`config.mk`:
```
export PLATFORM = sky130hd
export DESIGN_NAME = rvfpm_issue_ctrl
export DESIGN_NICKNAME = d
export VERILOG_FILES = /design/src/rtl/rvfpm_pkg.sv /design/src/rtl/rvfpm_issue_ctrl.sv
export SDC_FILE = /design/constraint.sdc
export NUM_CORES = 1
export LEC_CHECK = 0
export BUFFER_PORTS_ARGS = -buffer_cell sky130_fd_sc_hd__clkbuf_2
export CAP_MARGIN = 10
export CORE_ASPECT_RATIO = 1.2
export CORE_MARGIN = 4
export CORE_UTILIZATION = 28
export CTS_CLUSTER_SIZE = 28
export DETAILED_ROUTE_END_ITERATION = 7
export PLACE_DENSITY = 0.53
export SLEW_MARGIN = 40
export SYNTH_ARGS = -nofsm -noshare
export SYNTH_HDL_FRONTEND = slang
export SYNTH_SLANG_ARGS = --single-unit
```
`constraint.sdc`:
```
create_clock -name ck -period 3.6 [get_ports ck]
set_input_delay 0.72 -clock ck [delete_from_list [all_inputs] [get_ports ck]]
set_output_delay 0.72 -clock ck [all_outputs]
set_load 0.02 [all_outputs]
```
`src/rtl/rvfpm_pkg.sv`:
```
// -----------------------------------------------------------------------------
// rvfpm_pkg
// Shared types and constants for the rvfpm issue path.
//   RVFPM_XLEN        : instruction word width held in each queue entry
//   RVFPM_X_ID_WIDTH  : XIF instruction id width held in each queue entry
//   RVFPM_QUEUE_DEPTH : default number of buffered offload entries
//   ptr_width()       : read/write pointer width for a given queue depth
//   entry_t           : one issue-queue slot (instr, id, valid, committed, killed)
// -----------------------------------------------------------------------------
package rvfpm_pkg;

    localparam int unsigned RVFPM_XLEN        = 32'd32;
    localparam int unsigned RVFPM_X_ID_WIDTH  = 32'd4;
    localparam int unsigned RVFPM_QUEUE_DEPTH = 32'd4;

    // Pointer width for a power-of-two depth; never narrower than one bit.
    function automatic int unsigned ptr_width(input int unsigned depth);
        return (depth > 32'd1) ? $clog2(depth) : 32'd1;
    endfunction

    // The issue controller's XLEN / X_ID_WIDTH parameters must equal these
    // constants, since the slot layout is fixed here.
    typedef struct packed {
        logic [RVFPM_XLEN-1:0]       instr;
        logic [RVFPM_X_ID_WIDTH-1:0] id;
        logic                        valid;
        logic                        committed;
        logic                        killed;
    } entry_t;

    localparam int unsigned ENTRY_W = $bits(entry_t);

endpackage

```
`src/rtl/rvfpm_issue_ctrl.sv`:
```
// -----------------------------------------------------------------------------
// rvfpm_issue_ctrl
// In-order issue queue between the CORE-V-XIF offload port and the rvfpm FPU.
// Offloaded instructions are buffered with their ids; commit/kill events are
// matched against the buffered ids (CAM); only committed heads are dispatched,
// killed heads are retired silently at one entry per cycle.
//
// Ports
//   ck, rst                  clock, asynchronous active-low reset
//   issue_valid/ready        offload handshake; issue_instr, issue_id payload
//   commit_valid, commit_id  commit/kill event for one id; commit_kill = 1 kills
//   flush                    discard every queued entry (highest priority)
//   fpu_valid/ready          dispatch handshake; fpu_instr, fpu_id from head
//   count                    registered occupancy
//   commit_miss              registered one-cycle pulse: commit id not found
// -----------------------------------------------------------------------------
module rvfpm_issue_ctrl
    import rvfpm_pkg::*;
#(
    parameter int unsigned X_ID_WIDTH  = RVFPM_X_ID_WIDTH,
    parameter int unsigned QUEUE_DEPTH = RVFPM_QUEUE_DEPTH,
    parameter int unsigned XLEN        = RVFPM_XLEN
) (
    input  logic                         ck,
    input  logic                         rst,
    input  logic                         issue_valid,
    output logic                         issue_ready,
    input  logic [XLEN-1:0]              issue_instr,
    input  logic [X_ID_WIDTH-1:0]        issue_id,
    input  logic                         commit_valid,
    input  logic [X_ID_WIDTH-1:0]        commit_id,
    input  logic                         commit_kill,
    input  logic                         flush,
    output logic                         fpu_valid,
    input  logic                         fpu_ready,
    output logic [XLEN-1:0]              fpu_instr,
    output logic [X_ID_WIDTH-1:0]        fpu_id,
    output logic [$clog2(QUEUE_DEPTH):0] count,
    output logic                         commit_miss
);

    localparam int unsigned PTR_W   = ptr_width(QUEUE_DEPTH);
    localparam int unsigned CNT_W   = PTR_W + 32'd1;
    localparam int          DEPTH_I = int'(QUEUE_DEPTH);

    entry_t                  entries_r     [QUEUE_DEPTH];
    entry_t                  entries_nxt_s [QUEUE_DEPTH];
    logic [PTR_W-1:0]        head_r;
    logic [PTR_W-1:0]        tail_r;
    logic [PTR_W-1:0]        head_nxt_s;
    logic [PTR_W-1:0]        tail_nxt_s;
    logic [CNT_W-1:0]        count_r;
    logic [CNT_W-1:0]        count_nxt_s;
    logic                    commit_miss_r;

    entry_t                  head_entry_s;
    entry_t                  new_entry_s;
    logic [QUEUE_DEPTH-1:0]  match_vec_s;
    logic                    full_s;
    logic                    push_s;
    logic                    pop_s;
    logic                    dispatch_s;
    logic                    kill_pop_s;
    logic                    hit_new_s;
    logic                    miss_s;

    // Head decode, handshakes and dispatch outputs.
    always_comb begin
        head_entry_s = entries_r[head_r];
        full_s       = (count_r == CNT_W'(QUEUE_DEPTH));
        // No same-cycle full bypass: a pop while full still refuses the issue.
        issue_ready  = !full_s && !flush;
        push_s       = issue_valid && issue_ready;
        // Dispatch and silent retirement both look only at registered flags,
        // so a commit landing this cycle is seen at the head one cycle later.
        dispatch_s   = !flush && head_entry_s.valid && head_entry_s.committed
                       && !head_entry_s.killed;
        kill_pop_s   = !flush && head_entry_s.valid && head_entry_s.killed;
        pop_s        = (dispatch_s && fpu_ready) || kill_pop_s;
        fpu_valid    = dispatch_s;
        if (dispatch_s) begin
            fpu_instr = head_entry_s.instr;
            fpu_id    = head_entry_s.id;
        end else begin
            fpu_instr = {XLEN{1'b0}};
            fpu_id    = {X_ID_WIDTH{1'b0}};
        end
    end

    // Commit CAM: associative id search over valid entries plus the entry
    // being written this cycle (bypass), and miss detection.
    always_comb begin
        match_vec_s = {QUEUE_DEPTH{1'b0}};
        for (int i = 0; i < DEPTH_I; i++) begin
            match_vec_s[i] = commit_valid && entries_r[i].valid
                             && (entries_r[i].id == commit_id);
        end
        hit_new_s = commit_valid && push_s && (issue_id == commit_id);
        miss_s    = commit_valid && !flush && !(|match_vec_s) && !hit_new_s;
    end

    // Slot image written at the tail on an accepted issue.
    always_comb begin
        new_entry_s           = {ENTRY_W{1'b0}};
        new_entry_s.instr     = issue_instr;
        new_entry_s.id        = issue_id;
        new_entry_s.valid     = 1'b1;
        new_entry_s.committed = hit_new_s && !commit_kill;
        new_entry_s.killed    = hit_new_s && commit_kill;
    end

    // Next-state for storage, pointers and occupancy; flush overrides all.
    always_comb begin
        for (int i = 0; i < DEPTH_I; i++) begin
            entries_nxt_s[i] = entries_r[i];
        end
        head_nxt_s  = head_r;
        tail_nxt_s  = tail_r;
        count_nxt_s = count_r;
        if (flush) begin
            for (int i = 0; i < DEPTH_I; i++) begin
                entries_nxt_s[i].valid     = 1'b0;
                entries_nxt_s[i].committed = 1'b0;
                entries_nxt_s[i].killed    = 1'b0;
            end
            head_nxt_s  = {PTR_W{1'b0}};
            tail_nxt_s  = {PTR_W{1'b0}};
            count_nxt_s = {CNT_W{1'b0}};
        end else begin
            // Ids are unique, so at most one slot matches.
            for (int i = 0; i < DEPTH_I; i++) begin
                if (match_vec_s[i]) begin
                    if (commit_kill) begin
                        entries_nxt_s[i].killed = 1'b1;
                    end else begin
                        entries_nxt_s[i].committed = 1'b1;
                    end
                end else begin
                    entries_nxt_s[i].valid = entries_r[i].valid;
                end
            end
            // Popping applies after the commit update; push never targets
            // the head slot while it is valid because push requires !full.
            if (pop_s) begin
                entries_nxt_s[head_r].valid = 1'b0;
                head_nxt_s                  = head_r + PTR_W'(1'b1);
            end else begin
                head_nxt_s = head_r;
            end
            if (push_s) begin
                entries_nxt_s[tail_r] = new_entry_s;
                tail_nxt_s            = tail_r + PTR_W'(1'b1);
            end else begin
                tail_nxt_s = tail_r;
            end
            count_nxt_s = count_r + CNT_W'(push_s) - CNT_W'(pop_s);
        end
    end

    // State registers with asynchronous clear of every slot.
    always_ff @(posedge ck or negedge rst) begin
        if (!rst) begin
            for (int i = 0; i < DEPTH_I; i++) begin
                entries_r[i] <= {ENTRY_W{1'b0}};
            end
            head_r        <= {PTR_W{1'b0}};
            tail_r        <= {PTR_W{1'b0}};
            count_r       <= {CNT_W{1'b0}};
            commit_miss_r <= 1'b0;
        end else begin
            for (int i = 0; i < DEPTH_I; i++) begin
                entries_r[i] <= entries_nxt_s[i];
            end
            head_r        <= head_nxt_s;
            tail_r        <= tail_nxt_s;
            count_r       <= count_nxt_s;
            commit_miss_r <= miss_s;
        end
    end

    assign count       = count_r;
    assign commit_miss = commit_miss_r;

endmodule

```
==> flow_summary.toml <==
[timing]
hold_violations = 0
drv_slew = 0
fin_crit_sh_pct = 85.3
setup_slack_ns = 0.528
tns_ns = 0
rsz0062_at_grt = "false"
fmax_ghz = 0.325
setup_viol_count_final = 0
fin_worst_skew_ns = 0.0111
max_slew_margin_pct = 47.3
worst_slew_pin_slew_ns = 0.784
min_period_ns = 3.07

[worst_setup_path]
end_kind = "output pin"
timing.rr.end = "count[2]"
startpoint_type = "register"
regToRegSetupSlack_ns = 0.74
reg2reg_depth = 12
crit_required_ns = 2.88
cp_max_fo = 37
arrival_ns = 2.35
critical_path_class = "register to output pin"
r2r_start = "head_r[0]"

[detailed_routing]
first_pass_iters = 4
wire_per_inst_um = 18.2
wl_um = 18400
avgViaCountPerCell = 4.66
ant_nets = 0
drc = 0
vias = 4693
drtIter0Drc = 210

[grt]
grt_pass1_wl_um = 30000
antenna_found_initial = 2
globalRouteOverflowTotal = 0
grt_max_degree = 79
grt_usage_pct = 12.6
grt_pass1_vias = 5421

[floorplan]
die-height_um = 191
core_area_mm2 = 0.0273
die-width_um = 160
rows = 66
ios = 89
dieArea_mm2 = 0.0306
start_util_pct = 28.6

[cells_and_area]
layout_commonest_cell = "dfrtp_1"
area_growth_pct = 19.3
final_cell_mix = "dfrtp_1, mux2_2, clkbuf_2"
nets = 677
final_layout_size_suffix_gt1_share_pct = 51.4
final_cell_area_mm2 = 0.00932
postLayoutCoreUtil_pct = 34.1

[clocking]
cts_resized = 0
htreeDepth = 4
cts_tree = "yes"
clk_pin_slew_ns = 0.07
ctsHoldBuffers = 0
post_cts_buffers = 0
cts_made_buffers = 17
cts_buffer_depth = 2
root_buffer = "clkbuf_16"
cts.sinks = 164
clk-insertion-delay-late_ns = 0.43

[power]
pwr-share-comb_pct = 22.4
switching_share_pct = 25.8
p_int_w = 0.00455
power_density_mw_per_mm2 = 658
peakVddDrop_v = 0.000221
power_frac_seq_pct = 47.9
switchingPower_w = 0.00159
power.leakage_nw = 4.11
clkPwrFrac_pct = 29.7

[synth]
synth_xor_area_share_pct = 2.24
synth_seq_cells = 164
avgSynthCellArea_um2 = 14.5
synth-edff-count = 0
synth_mux_area_share_pct = 32.1
netlist_area_mm2 = 0.00781
ys_async_sr_fraction_pct = 100
yosys_warnings = 0
synth-adder-area-share_pct = 1.86
synth_cells = 537
synth_simple_gate_area_share_pct = 5.72
synth_nets = 595
synth_compound_area_share_pct = 2.42
synth_cell_type_count = 35
ys_seq_area_share_pct = 52.5
synth_top_family_by_area = "multiplexers"
synth_ff_type = "dfrtp_1"

[status]
outcome = "completed"

[flow_run]
max_cap_viol_count = 0

[placed_design]
io_buffers = 88
place_ws_ns = 0.730
hpwl_um = 12200
gp_congestion = 0.768
placed_area_mm2 = 0.00872

[min_path]
hp-class = "input port to async pin"
==> Yosys cell counts, types with 8 or more instances <==
cell type  instances  area (µm²)
mux4_2            39         878
nor2b_1           39         244
a211oi_1           8        60.1
xor2_1            10        87.6
mux2_2           144        1620
buf_2             22         110
a21oi_1           12        60.1
ha_1              10         125
dfrtp_1          164        4100
nor2_1            13        48.8
xnor2_1           10        87.6
inv_1             15        56.3
clkbuf_1          10        37.5
==> worst max path at each step <==
stage	slack [ns]	depth (start not counted)	startpoint	endpoint
6_report	0.53	5	head_r[0]	fpu_instr[5]
3_3_place_gp	0.77	12	head_r[0]	count[2]
5_1_grt	0.41	5	head_r[0]	fpu_instr[5]
3_5_place_dp	0.73	12	head_r[0]	count[2]
4_1_cts	0.45	5	head_r[0]	fpu_instr[5]
2_1_floorplan	0.83	13	head_r[0]	count[2]
==> sequential cells by signal, indices dropped and copies added, names as in the netlist <==
name         flops
tail_r           2
entries_r      156
commit_miss      1
count            3
head_r           2
==> cell families (layout without fill, tap and decap cells) <==
logic type,Yosys count,after routing
flops,164,164
fa+ha+maj,11,11
mux,184,184
compound gates,30,30
simple gates,76,76
other cells,0,1
buf+inv,52,147
xor+xnor,20,20
==> through the flow <==
stage / power [W] / hold WS, ns / cells
finish: 0.00614 / 0.310 / 1007
floorplan: 0.00394 / 0.424 / 537
detailed placement: 0.00439 / 0.487 / 974
global route: 0.00649 / 0.354 / 1007
CTS: 0.00624 / 0.341 / 1006
global placement: 0.00423 / 0.481 / 974
==> power groups by stage <==
| stage | logic, W | clock network, W | registers [W] |
|---|---|---|---|
| 2_1_floorplan | 0.00111 | 0 | 0.00283 |
| 3_3_place_gp | 0.00134 | 0 | 0.00289 |
| 3_5_place_dp | 0.00140 | 0 | 0.00299 |
| 4_1_cts | 0.00141 | 0.00188 | 0.00295 |
| 5_1_grt | 0.00151 | 0.00195 | 0.00303 |
| 6_report | 0.00138 | 0.00182 | 0.00294 |
==> worst max-delay path: stages (launching register included) <==
cell and delay [ns]:
dfrtp_4 0.45, mux4_2 0.52, nand4bb_2 0.22, buf_4 0.30, nor2b_1 0.22, clkbuf_2 0.20
==> final cells by class <==
| class | instances | area, µm² |
|---|---|---|
| tap | 374 | 468 |
| sequential | 164 | 4110 |
| fill | 2676 | 18000 |
| multi-input combinational | 321 | 3480 |
| clock inverter | 12 | 130 |
| timing repair buffer | 99 | 594 |
| antenna | 1 | 2.50 |
| clock buffer | 20 | 467 |
| inverter | 16 | 72.6 |
==> metal layers <==
metal	GRT usage (%)	vias up	wire length [µm]
li1	-	2108	-
met1	15.1	2464	7660
met2	21.8	91	9620
met3	3.00	28	728
met4	4.90	2	359
met5	0	-	13
Power figures use the tool's default switching activity.
